### config.mk
export PLATFORM = sky130hd
export DESIGN_NAME = data_mem_arbiter
export DESIGN_NICKNAME = d
export VERILOG_FILES = /design/src/rtl/data_mem_arbiter.sv
export SDC_FILE = /design/constraint.sdc
export NUM_CORES = 1
export LEC_CHECK = 0
export ABC_AREA = 1
export CAP_MARGIN = 15
export CORE_AREA = 5 5 200 202
export CTS_BUF_LIST = sky130_fd_sc_hd__clkbuf_4 sky130_fd_sc_hd__clkbuf_8
export DETAILED_ROUTE_END_ITERATION = 10
export DIE_AREA = 0 0 205 207
export GPL_ROUTABILITY_DRIVEN = 0
export PLACE_DENSITY = 0.6
export SYNTH_ARGS = -nofsm -noshare
export SYNTH_HDL_FRONTEND = slang
export SYNTH_SLANG_ARGS = --single-unit
### constraint.sdc
create_clock -name clk -period 1.8 [get_ports clk]
set_clock_uncertainty 0.05 [all_clocks]
set_input_delay 0.36 -clock clk [delete_from_list [all_inputs] [get_ports clk]]
set_output_delay 0.36 -clock clk [all_outputs]
set_load 0.005 [all_outputs]
### src/rtl/data_mem_arbiter.sv
`default_nettype none
// ============================================================================
//  Module   : data_mem_arbiter
//  Purpose  : Round-robin arbiter and IDLE/ACCESS/DONE sequencer sharing one
//             single-port 64-bit data memory between the core load/store
//             unit (requester 0) and the loader/DMA port (requester 1).
//  Options  : DMARB_ALIGN_CHECK_EN - reject doubleword-misaligned accesses
//             (no memory strobe, ack with err = 1, rdata forced to 0).
//  Revision : 1.0 - initial release
// ============================================================================
module data_mem_arbiter #(
    parameter int ADDR_W = 64,
    parameter int DATA_W = 64
) (
    input  logic              clk,
    input  logic              reset,      // asynchronous, active-low
    input  logic              req0,
    input  logic              req1,
    input  logic              we0,
    input  logic              we1,
    input  logic [ADDR_W-1:0] addr0,
    input  logic [ADDR_W-1:0] addr1,
    input  logic [DATA_W-1:0] wdata0,
    input  logic [DATA_W-1:0] wdata1,
    output logic              ack0,
    output logic              ack1,
    output logic              err,
    output logic [DATA_W-1:0] rdata,
    output logic              busy,
    output logic [ADDR_W-1:0] mem_addr,
    output logic [DATA_W-1:0] mem_wdata,
    output logic              mem_write,
    output logic              mem_read,
    input  logic [DATA_W-1:0] mem_rdata
);

    typedef enum logic [1:0] {
        S_IDLE   = 2'd0,
        S_ACCESS = 2'd1,
        S_DONE   = 2'd2
    } state_t;

    state_t            state_q,     state_d;
    logic              last_q,      last_d;      // most recently served requester
    logic              owner_q,     owner_d;     // requester of the access in flight
    logic              we_q,        we_d;
    logic              bad_q,       bad_d;       // access rejected for misalignment
    logic              ack0_q,      ack0_d;
    logic              ack1_q,      ack1_d;
    logic              err_q,       err_d;
    logic              busy_q,      busy_d;
    logic [ADDR_W-1:0] mem_addr_q,  mem_addr_d;  // doubles as the latched address
    logic [DATA_W-1:0] mem_wdata_q, mem_wdata_d; // doubles as the latched write data
    logic              mem_write_q, mem_write_d;
    logic              mem_read_q,  mem_read_d;
    logic [DATA_W-1:0] rdata_q,     rdata_d;

    logic              win_sel;
    logic              win_we;
    logic [ADDR_W-1:0] win_addr;
    logic [DATA_W-1:0] win_wdata;
    logic              win_bad;

    // Winner selection: a lone requester wins, a tie goes to the one not served last.
    always_comb begin
        win_sel = 1'b0;
        if (req0 && req1) begin
            win_sel = ~last_q;
        end else if (req1) begin
            win_sel = 1'b1;
        end
        win_we    = win_sel ? we1    : we0;
        win_addr  = win_sel ? addr1  : addr0;
        win_wdata = win_sel ? wdata1 : wdata0;
`ifdef DMARB_ALIGN_CHECK_EN
        win_bad   = (win_addr[2:0] != 3'b000);
`else
        win_bad   = 1'b0;
`endif
    end

    // Next-state and next-output logic for the three-state access sequence.
    always_comb begin
        state_d     = state_q;
        last_d      = last_q;
        owner_d     = owner_q;
        we_d        = we_q;
        bad_d       = bad_q;
        ack0_d      = 1'b0;
        ack1_d      = 1'b0;
        err_d       = 1'b0;
        busy_d      = busy_q;
        mem_addr_d  = mem_addr_q;
        mem_wdata_d = mem_wdata_q;
        mem_write_d = 1'b0;
        mem_read_d  = 1'b0;
        rdata_d     = rdata_q;

        case (state_q)
            S_IDLE: begin
                busy_d = 1'b0;
                if (req0 || req1) begin
                    state_d     = S_ACCESS;
                    last_d      = win_sel;
                    owner_d     = win_sel;
                    we_d        = win_we;
                    bad_d       = win_bad;
                    busy_d      = 1'b1;
                    mem_addr_d  = win_addr;
                    mem_wdata_d = win_wdata;
                    // Strobes are registered so they are clean for the whole ACCESS cycle.
                    mem_write_d = win_we  & ~win_bad;
                    mem_read_d  = ~win_we & ~win_bad;
                end
            end
            S_ACCESS: begin
                state_d = S_DONE;
                ack0_d  = ~owner_q;
                ack1_d  = owner_q;
                err_d   = bad_q;
                if (bad_q) begin
                    rdata_d = '0;
                end else if (!we_q) begin
                    rdata_d = mem_rdata;
                end
            end
            S_DONE: begin
                state_d = S_IDLE;
                busy_d  = 1'b0;
            end
            default: begin
                state_d = S_IDLE;
                busy_d  = 1'b0;
            end
        endcase
    end

    // State and registered outputs; reset drops every strobe immediately.
    always_ff @(posedge clk or negedge reset) begin
        if (!reset) begin
            state_q     <= S_IDLE;
            last_q      <= 1'b1;
            owner_q     <= 1'b0;
            we_q        <= 1'b0;
            bad_q       <= 1'b0;
            ack0_q      <= 1'b0;
            ack1_q      <= 1'b0;
            err_q       <= 1'b0;
            busy_q      <= 1'b0;
            mem_addr_q  <= '0;
            mem_wdata_q <= '0;
            mem_write_q <= 1'b0;
            mem_read_q  <= 1'b0;
            rdata_q     <= '0;
        end else begin
            state_q     <= state_d;
            last_q      <= last_d;
            owner_q     <= owner_d;
            we_q        <= we_d;
            bad_q       <= bad_d;
            ack0_q      <= ack0_d;
            ack1_q      <= ack1_d;
            err_q       <= err_d;
            busy_q      <= busy_d;
            mem_addr_q  <= mem_addr_d;
            mem_wdata_q <= mem_wdata_d;
            mem_write_q <= mem_write_d;
            mem_read_q  <= mem_read_d;
            rdata_q     <= rdata_d;
        end
    end

    assign ack0      = ack0_q;
    assign ack1      = ack1_q;
    assign err       = err_q;
    assign rdata     = rdata_q;
    assign busy      = busy_q;
    assign mem_addr  = mem_addr_q;
    assign mem_wdata = mem_wdata_q;
    assign mem_write = mem_write_q;
    assign mem_read  = mem_read_q;

endmodule
`default_nettype wire

; Word level (Yosys, flattened, before mapping)
; Cells that the tools add are included.
[classes]
muxes = 16
n_eq_ne = 2
reduce_logical = 5
n_bitwise = 4
[ops]
columns = operator, count
row1 = 64-bit two-way mux, 3
row2 = 1-bit two-way mux, 10
row3 = 1-bit NOT, 4
row4 = 2-bit case mux with 2 select lines, 1
row5 = 2-bit AND reduction, 2
row6 = "2-bit by 1-bit == test with 1-bit output, second input constant", 1
row7 = 2-bit zero test, 1
row8 = 2-bit two-way mux, 1
row9 = "2-bit inequality test, second input constant", 1
row10 = 1-bit case mux with 2 select lines, 1
row11 = 1-bit logical AND, 1
row12 = 1-bit logical OR, 1
[word_totals]
inputBits = 326
reg_bits = 202
wordCells = 39

; Depth between registers and ports, before layout
; Gate-level depths: netlist of run 1.
[depth]
ltp_word = 6
mapped_depth = 8
ltp_nobuf = 6

; Worst setup path before layout of run 1
; No wires, ideal clock.
[synth_timing]
path_kind = register to register
startpoint = register last_q
endpoint = register mem_addr_q[32] (netlist: mem_addr[32])
arrival_time_ps = 1197
period_less_slack_ps = 1365
path_buffers = 2
path_stages_with_launch = 8
slack_ps = 435
setup_ps = 118
t_required_ps = 1632
path_cell_list = dfstp_2 nand2_1 nand2_1 buf_2 buf_2 nand2_1 nand3_1 nand2_1
[synth_between]
elab_chain_cells = 3
[synth_rtl]
columns = element, line
row1 = from (decl), 44  ; logic last_q, last_d;
row2 = from (signal assigned), 157  ; last_q <= last_d;
row3 = 1-bit NOT, 68  ; win_sel = ~last_q;
row4 = 1-bit two-way mux, 67  ; if (req0 && req1) begin
row5 = 64-bit two-way mux, 73  ; win_addr = win_sel ? addr1 : addr0;
row6 = to (signal assigned), 165  ; mem_addr_q <= mem_addr_d;
row7 = to (decl), 52  ; logic [ADDR_W-1:0] mem_addr_q, mem_addr_d;
; No other way between the ends.
; A chain may end at the register's enable or synchronous reset.

; Worst setup path in the final report of run 1
[layout_timing]
startpoint = register rdata_q[51] (netlist: rdata[51])
endpoint = output rdata[51]
[layout_lines]
columns = element, line
row1 = from (decl), 56  ; logic [DATA_W-1:0] rdata_q, rdata_d;
row2 = from (signal assigned), 169  ; rdata_q <= rdata_d;
row3 = to (decl), 28  ; output logic [DATA_W-1:0] rdata,
; No word-level cell between the ends.

==> impl_metrics.prom, run 1 <==
# TYPE chip_impl_metric gauge
chip_impl_metric{name="fin_crit",unit="ns"} 1.70
chip_impl_info{name="worst_hold_path_startpoint",value="req1"} 1
chip_impl_metric{name="chipWidth",unit="um"} 205
chip_impl_info{name="critPathKind",value="reg -> out"} 1
chip_impl_metric{name="grtUsageTotal",unit="%"} 18.9
chip_impl_metric{name="syn_nets",unit=""} 1739
chip_impl_info{name="post-synth-top-count-cell",value="sky130_fd_sc_hd__nand2_1"} 1
chip_impl_metric{name="detailedRoute.firstIterationViolations",unit=""} 617
chip_impl_metric{name="routed_wl",unit="um"} 41400
chip_impl_metric{name="post_synth_instance_area",unit="sq mm"} 0.0101
chip_impl_metric{name="critical_path_arrival",unit="ns"} 1.29
chip_impl_metric{name="globalRoute.totalOverflow",unit=""} 0
chip_impl_metric{name="ant_nets",unit=""} 0
chip_impl_metric{name="worst-slew-pin-transition",unit="ns"} 0.709
chip_impl_metric{name="maxCapViolCount",unit=""} 0
chip_impl_info{name="status",value="completed"} 1
chip_impl_metric{name="grt_first_pass_wirelength",unit="um"} 63100
chip_impl_metric{name="avgViaCountPerCell",unit=""} 4.37
chip_impl_metric{name="worstSetupPathDepth",unit=""} 1
chip_impl_info{name="synth_area_leaders",value="sky130_fd_sc_hd__dfrtp_1 50%, sky130_fd_sc_hd__nand2_1 19%, sky130_fd_sc_hd__nand3_1 16%"} 1
chip_impl_metric{name="clock_pin_transition_on_the_worst_setup_and_hold_timing_paths",unit="ns"} 0.06
chip_impl_metric{name="crit_buf_inv",unit=""} 1
chip_impl_metric{name="power_per_cell_area",unit="mW/mm^2"} 1420
chip_impl_metric{name="r2r_cells",unit=""} 6
chip_impl_metric{name="timing.reg2reg.setup_slack",unit="ns"} 0.26
chip_impl_info{name="reg2reg_capture_point",value="rdata[25]$_DFFE_PN0P_"} 1
chip_impl_metric{name="htreeDepth",unit=""} 2
chip_impl_metric{name="worst-path-max-fanout",unit=""} 2
chip_impl_metric{name="vdd.ir_drop.worst",unit="mV"} 0.851
chip_impl_metric{name="leakagePower",unit="uW"} 0.00940
chip_impl_info{name="endpoint_kind",value="primary output"} 1
chip_impl_info{name="hold_path_class",value="in -> reg"} 1
chip_impl_info{name="crit_path_top_delay_cell",value="sky130_fd_sc_hd__dfrtp_1"} 1
chip_impl_metric{name="timing.fmax",unit="MHz"} 589
chip_impl_metric{name="postSynthAreaPerCell",unit="sq um"} 7.16
chip_impl_info{name="tritoncts",value="yes"} 1
chip_impl_metric{name="design.die.area",unit="sq mm"} 0.0424
chip_impl_metric{name="count_of_warnings_emitted_by_yosys",unit=""} 0
chip_impl_metric{name="avgRoutedWirePerCell",unit="um"} 16.6
chip_impl_metric{name="min_delay_path_depth",unit=""} 4
chip_impl_metric{name="floorplan.core_area",unit="sq mm"} 0.0381
chip_impl_metric{name="clock_latency",unit="ns"} 0.58
chip_impl_info{name="rsz0062_at_grt",value="false"} 1
chip_impl_metric{name="fin_ws",unit="ns"} 0.103
chip_impl_metric{name="tritoncts.num_buffers",unit=""} 41
chip_impl_metric{name="detailedPlacementHpwl",unit="um"} 30900
chip_impl_metric{name="route.vias.total",unit=""} 10900
chip_impl_info{name="synth_top_area_cell",value="sky130_fd_sc_hd__dfrtp_1"} 1
chip_impl_metric{name="clock_tree.buffer_depth",unit=""} 3
chip_impl_metric{name="finalNetCount",unit=""} 2278
chip_impl_info{name="cp_cell_sequence",value="dlygate4sd2_1"} 1
chip_impl_metric{name="die-height",unit="um"} 207
chip_impl_metric{name="synthDominantCellAreaShare",unit="%"} 49.7
chip_impl_metric{name="drt_pre_antenna_iters",unit=""} 5
chip_impl_metric{name="fill_cells",unit=""} 3974
chip_impl_metric{name="via_count_of_the_first_global_routing_pass",unit=""} 11000
chip_impl_metric{name="start_util",unit="%"} 26.5
chip_impl_metric{name="synth_sequential_area_ratio",unit="%"} 50.0
chip_impl_info{name="clk_root_buffer_cell",value="sky130_fd_sc_hd__clkbuf_8"} 1
chip_impl_info{name="synth_ff_type",value="sky130_fd_sc_hd__dfrtp_1"} 1
chip_impl_metric{name="total_of_endpoints_with_negative_setup_slack_in_the_final_report",unit=""} 0
chip_impl_metric{name="dpl_cell_area",unit="sq mm"} 0.0163
chip_impl_metric{name="timing.critical_path.required",unit="ns"} 1.39
chip_impl_metric{name="critPathMaxStageDelay",unit="ns"} 0.39
chip_impl_metric{name="slew_viol_final",unit=""} 0
chip_impl_info{name="ys_top_cells_by_count",value="523 x sky130_fd_sc_hd__nand2_1, 322 x sky130_fd_sc_hd__nand3_1, 264 x sky130_fd_sc_hd__inv_1"} 1
chip_impl_metric{name="detail_route.drc_violations",unit=""} 0
chip_impl_metric{name="layout-drive-gt1-share",unit="%"} 7.38
chip_impl_metric{name="place_ws",unit="ns"} -0.0855
chip_impl_metric{name="buffer_ports.inserted",unit=""} 522
chip_impl_metric{name="post_layout_inst_area",unit="sq mm"} 0.0170
chip_impl_info{name="timing.hold.worst_endpoint",value="mem_addr[63]$_DFFE_PN0P_"} 1
chip_impl_metric{name="number_of_flip_flops_and_latches_in_the_synthesized_netlist",unit=""} 202
chip_impl_metric{name="grt_max_degree",unit=""} 85
chip_impl_metric{name="core.rowCount",unit=""} 72
chip_impl_info{name="r2r_start",value="state_q[0]$_DFFE_PN0P_"} 1
chip_impl_metric{name="number_of_antenna_violations_at_the_first_check_in_global_routing",unit=""} 4
chip_impl_metric{name="synth_cell_type_count",unit=""} 17
chip_impl_metric{name="finalCritPeriodShare",unit="%"} 94.3
chip_impl_metric{name="maxSlewHeadroom",unit="%"} 52.7
chip_impl_metric{name="asyncSetResetFlopFracSynth",unit="%"} 100
chip_impl_metric{name="flow.area_growth_from_synthesis",unit="%"} 67.6
chip_impl_info{name="crit_family",value="flip-flops"} 1
chip_impl_metric{name="boundaryPins",unit=""} 524
chip_impl_info{name="cp-start-kind",value="register"} 1
chip_impl_metric{name="synth_cells",unit=""} 1413
chip_impl_metric{name="clock_sink_count",unit=""} 202
chip_impl_metric{name="hold_violations",unit=""} 0
chip_impl_metric{name="synth_enable_flop_cells",unit=""} 0
chip_impl_metric{name="setup_tns",unit="ns"} 0
final cells by class:
class	count	area [sq um]	area share, %
Antenna cell	2	5.00	0.0295
Clock buffer	60	776	4.57
Clock inverter	9	75.1	0.443
Inverter	265	997	5.88
Multi-Input combinational cell	854	3650	21.5
Sequential cell	202	5060	29.8
Tap cell	518	648	3.82
Timing Repair Buffer	588	5750	33.9
layout by cell type, fill, tap and decap left out, drive strengths merged:
cell,netlist,layout
a21oi,1,1
buf,56,66
bufinv,0,1
clkbuf,36,61
clkdlybuf4s50,0,323
clkinv,0,6
clkinvlp,0,2
conb,1,1
dfrtp,201,201
dfstp,1,1
diode,0,2
dlygate4sd2,0,197
dlygate4sd3,0,1
inv,265,265
nand2,523,523
nand3,322,322
nand4,1,1
nor2,5,5
o21ai,1,1
metrics by stage:
step                std cells  hold WS, ns  power (uW)  utilization [%]
floorplan                1413       0.0144       12900                -
global placement         2421        0.296       20600             42.8
detailed placement       2421        0.296       20800             42.8
CTS                      2496        0.113       24500             44.5
global route             2498        0.164       26000             44.5
finish                   2498        0.189       24100             44.5
layer usage:
layer	vias up	global-route usage (%)	part of all wire [%]
li1	5325	-	-
met1	5043	23.1	40
met2	428	31.5	49
met3	110	4.38	7.0
met4	2	8.82	4.3
met5	-	0	0.029
flip-flops by register name (all words and copies together), names as in the netlist:
| name | flops |
|---|---|
| ack1 | 1 |
| busy | 1 |
| state_q | 2 |
| mem_write | 1 |
| rdata | 64 |
| ack0 | 1 |
| mem_addr | 64 |
| we_q | 1 |
| owner_q | 1 |
| last_q | 1 |
| mem_read | 1 |
| mem_wdata | 64 |
power breakdown:
part | internal [uW] | switching, uW
clock network | 2890 | 2120
logic | 5100 | 5920
registers | 6850 | 1210
total | 14800 | 9240
worst max-delay path by stage:
stage	from	to	slack, ns
2_1_floorplan	last_q$_DFFE_PN1P_	mem_addr[32]$_DFFE_PN0P_	0.44
3_3_place_gp	req0	mem_wdata[35]$_DFFE_PN0P_	-0.07
3_5_place_dp	req0	mem_wdata[35]$_DFFE_PN0P_	-0.09
4_1_cts	rdata[51]$_DFFE_PN0P_	rdata[51]	0.01
5_1_grt	rdata[51]$_DFFE_PN0P_	rdata[51]	0.02
6_report	rdata[51]$_DFFE_PN0P_	rdata[51]	0.10
timing repair:
item	in CTS	in global routing
gates resized for setup	198	0
endpoints found under the hold margin	42	0
hold buffers	1	0
setup endpoints to repair	197	0
buffers inserted	5	0
tightest hold or removal path: stages:
cell and delay [ns]:
sky130_fd_sc_hd__buf_4 0.18, sky130_fd_sc_hd__nand3_1 0.09, sky130_fd_sc_hd__nand3_1 0.08, sky130_fd_sc_hd__nand2_1 0.06
cells by family (layout without fill, tap and decap cells):
group / count (synthesis) / count (layout) / share of synthesized area [%]
other cells: 1 / 3 / 0.0371
compound gates: 2 / 2 / 0.0988
buf+inv: 357 / 922 / 14.2
simple gates: 851 / 851 / 35.7
flops: 202 / 202 / 50.0
(Power assumes the default switching activity.)
==> inputs of run 2 (changes only) <==
==> config.mk (replaced) <==
export PLATFORM = sky130hd
export DESIGN_NAME = data_mem_arbiter
export DESIGN_NICKNAME = d
export VERILOG_FILES = /design/src/rtl/data_mem_arbiter.sv
export SDC_FILE = /design/constraint.sdc
export NUM_CORES = 1
export LEC_CHECK = 0
export ABC_AREA = 1
export CAP_MARGIN = 15
export CORE_AREA = 5 5 201 203
export DETAILED_ROUTE_END_ITERATION = 10
export DIE_AREA = 0 0 206 208
export GPL_ROUTABILITY_DRIVEN = 0
export PLACE_DENSITY = 0.59
export SYNTH_ARGS = -nofsm -noshare
export SYNTH_HDL_FRONTEND = slang
export SYNTH_SLANG_ARGS = --single-unit
==> constraint.sdc (replaced) <==
create_clock -name clk -period 2.2 [get_ports clk]
set_clock_uncertainty 0.05 [all_clocks]
set_input_delay 0.44 -clock clk [delete_from_list [all_inputs] [get_ports clk]]
set_output_delay 0.44 -clock clk [all_outputs]
set_load 0.005 [all_outputs]
==> impl_metrics.prom, run 2 (synthesized netlist as in run 1, its figures left out) <==
# TYPE chip_impl_metric gauge
chip_impl_info{name="status",value="completed"} 1
chip_impl_metric{name="ant_nets",unit=""} 0
chip_impl_metric{name="total_of_endpoints_with_negative_setup_slack_in_the_final_report",unit=""} 0
chip_impl_metric{name="timing.reg2reg.setup_slack",unit="ns"} 0.69
chip_impl_metric{name="finalNetCount",unit=""} 2239
chip_impl_metric{name="number_of_antenna_violations_at_the_first_check_in_global_routing",unit=""} 4
chip_impl_info{name="r2r_start",value="last_q$_DFFE_PN1P_"} 1
chip_impl_metric{name="layout-drive-gt1-share",unit="%"} 4.87
chip_impl_metric{name="setup_tns",unit="ns"} 0
chip_impl_metric{name="critical_path_arrival",unit="ns"} 1.53
chip_impl_info{name="layout.cells.most_common_list",value="520 x sky130_fd_sc_hd__nand2_1, 520 x sky130_fd_sc_hd__clkdlybuf4s50_1, 322 x sky130_fd_sc_hd__nand3_1"} 1
chip_impl_metric{name="worst-path-max-fanout",unit=""} 2
chip_impl_info{name="timing.hold.worst_endpoint",value="ack0$_DFF_PN0_"} 1
chip_impl_metric{name="r2r_cells",unit=""} 6
chip_impl_metric{name="timing.critical_path.required",unit="ns"} 1.71
chip_impl_metric{name="clock_sink_count",unit=""} 202
chip_impl_info{name="rsz0062_at_grt",value="false"} 1
chip_impl_metric{name="clock_latency",unit="ns"} 0.51
chip_impl_metric{name="crit_buf_inv",unit=""} 1
chip_impl_metric{name="grt_first_pass_wirelength",unit="um"} 63900
chip_impl_metric{name="start_util",unit="%"} 26.4
chip_impl_metric{name="maxSlewHeadroom",unit="%"} 51.7
chip_impl_metric{name="post_cts_resize_count",unit=""} 0
chip_impl_metric{name="worst-slew-pin-transition",unit="ns"} 0.725
chip_impl_metric{name="via_count_of_the_first_global_routing_pass",unit=""} 10700
chip_impl_metric{name="maxCapViolCount",unit=""} 0
chip_impl_metric{name="finalCritPeriodShare",unit="%"} 91.6
chip_impl_info{name="tritoncts",value="yes"} 1
chip_impl_info{name="clk_root_buffer_cell",value="sky130_fd_sc_hd__clkbuf_16"} 1
chip_impl_info{name="reg2reg_capture_point",value="mem_wdata[45]$_DFFE_PN0P_"} 1
chip_impl_metric{name="route.vias.total",unit=""} 10600
chip_impl_metric{name="avgViaCountPerCell",unit=""} 4.34
chip_impl_metric{name="final-instance-count-excl-fill",unit=""} 2452
chip_impl_metric{name="hold_violations",unit=""} 0
chip_impl_metric{name="power_per_cell_area",unit="mW/mm^2"} 1240
chip_impl_metric{name="min_delay_path_depth",unit=""} 1
chip_impl_metric{name="fin_crit",unit="ns"} 2.02
chip_impl_metric{name="flow.area_growth_from_synthesis",unit="%"} 67.6
chip_impl_metric{name="layout.core_utilization",unit="%"} 44.3
chip_impl_metric{name="vdd.ir_drop.worst",unit="mV"} 0.591
chip_impl_metric{name="worstSetupPathDepth",unit=""} 1
chip_impl_metric{name="detailedRoute.firstIterationViolations",unit=""} 658
chip_impl_metric{name="cts_setup_buffers",unit=""} 0
chip_impl_metric{name="cts_hold_buf",unit=""} 1
chip_impl_info{name="crit_path_top_delay_cell",value="sky130_fd_sc_hd__clkdlybuf4s50_1"} 1
chip_impl_metric{name="slew_viol_final",unit=""} 0
chip_impl_metric{name="grt_max_degree",unit=""} 100
chip_impl_metric{name="globalRoute.totalOverflow",unit=""} 0
chip_impl_info{name="critPathKind",value="reg -> out"} 1
chip_impl_metric{name="tritoncts.num_buffers",unit=""} 25
chip_impl_metric{name="floorplan.core_area",unit="sq mm"} 0.0383
chip_impl_metric{name="die-height",unit="um"} 208
chip_impl_info{name="cp_cell_sequence",value="clkdlybuf4s50_1"} 1
chip_impl_metric{name="buffer_ports.inserted",unit=""} 522
chip_impl_info{name="cp-start-kind",value="register"} 1
chip_impl_metric{name="drt_pre_antenna_iters",unit=""} 5
chip_impl_metric{name="chipWidth",unit="um"} 206
chip_impl_info{name="hold_path_class",value="reg -> reg"} 1
chip_impl_info{name="endpoint_kind",value="primary output"} 1
chip_impl_metric{name="clock_tree.buffer_depth",unit=""} 3
chip_impl_info{name="worst_hold_path_startpoint",value="owner_q$_DFFE_PN0P_"} 1
chip_impl_metric{name="number_of_placed_cells_counting_well_taps",unit=""} 2403
chip_impl_metric{name="grtUsageTotal",unit="%"} 18.6
chip_impl_metric{name="core.rowCount",unit=""} 72
chip_impl_metric{name="routed_wl",unit="um"} 41500
chip_impl_metric{name="htreeDepth",unit=""} 1
chip_impl_metric{name="clock_pin_transition_on_the_worst_setup_and_hold_timing_paths",unit="ns"} 0.06
chip_impl_metric{name="timing.fmax",unit="MHz"} 496
chip_impl_info{name="crit_family",value="buffers and inverters"} 1
chip_impl_metric{name="boundaryPins",unit=""} 524
chip_impl_metric{name="design.die.area",unit="sq mm"} 0.0428
chip_impl_metric{name="critPathMaxStageDelay",unit="ns"} 0.64
chip_impl_metric{name="leakagePower",unit="uW"} 0.00882
chip_impl_metric{name="detailedPlacementHpwl",unit="um"} 31400
chip_impl_metric{name="detail_route.drc_violations",unit=""} 0
chip_impl_metric{name="avgRoutedWirePerCell",unit="um"} 16.9
==> run 2: cell count changes in the layout (fill, tap and decap cells not counted), sizes merged <==
cell / change
diode: +1
clkdlybuf4s50: +197
clkbuf: -27
bufinv: +2
inv: +1
dlygate4sd2: -197
buf: -23
==> run 2: worst max-delay path by stage <==
stage	from	to	slack [ns]
floorplan	req1	mem_addr[0]$_DFFE_PN0P_	0.81
global placement	req0	mem_wdata[27]$_DFFE_PN0P_	0.22
detailed placement	req0	mem_wdata[45]$_DFFE_PN0P_	0.20
CTS	mem_addr[33]$_DFFE_PN0P_	mem_addr[33]	0.15
global route	mem_addr[33]$_DFFE_PN0P_	mem_addr[33]	0.11
finish	mem_addr[33]$_DFFE_PN0P_	mem_addr[33]	0.18
==> run 2: report_power, final <==
part / internal [uW] / total (uW) / switching, uW
Clock: 2570 / 4210 / 1640
Combinational: 5230 / 10100 / 4870
Sequential: 5600 / 6640 / 1040
==> run 2: layout make-up <==
cell class	count	area (sq um)
fillers	3899	21300
repair buffers	565	5760
flip-flops and latches	202	5060
multi-input cells	854	3650
inverters	265	997
clock buffers	33	696
well taps	518	648
clock inverters	12	144
diodes	3	7.51
==> run 2: through the flow <==
| stage | instance area [sq um] | power [uW] | hold slack, ns | setup slack [ns] |
|---|---|---|---|---|
| after floorplan | 10100 | 10600 | 0.0944 | 0.810 |
| after global placement | 16100 | 16800 | 0.372 | 0.222 |
| after detailed placement | 16100 | 16900 | 0.371 | 0.203 |
| after CTS | 17000 | 21300 | 0.375 | 0.150 |
| after global routing | 17000 | 22500 | 0.392 | 0.107 |
| final | 17000 | 20900 | 0.371 | 0.184 |
==> run 2: metal layers <==
metal	vias to the layer above	wire length, um	part of all wire (%)	GRT usage, %
li1	5252	-	-	-
met1	4945	16700	40	23.5
met2	362	20400	49	31.6
met3	76	3000	7.2	4.30
met4	2	1420	3.4	5.99
met5	-	12	0.029	0
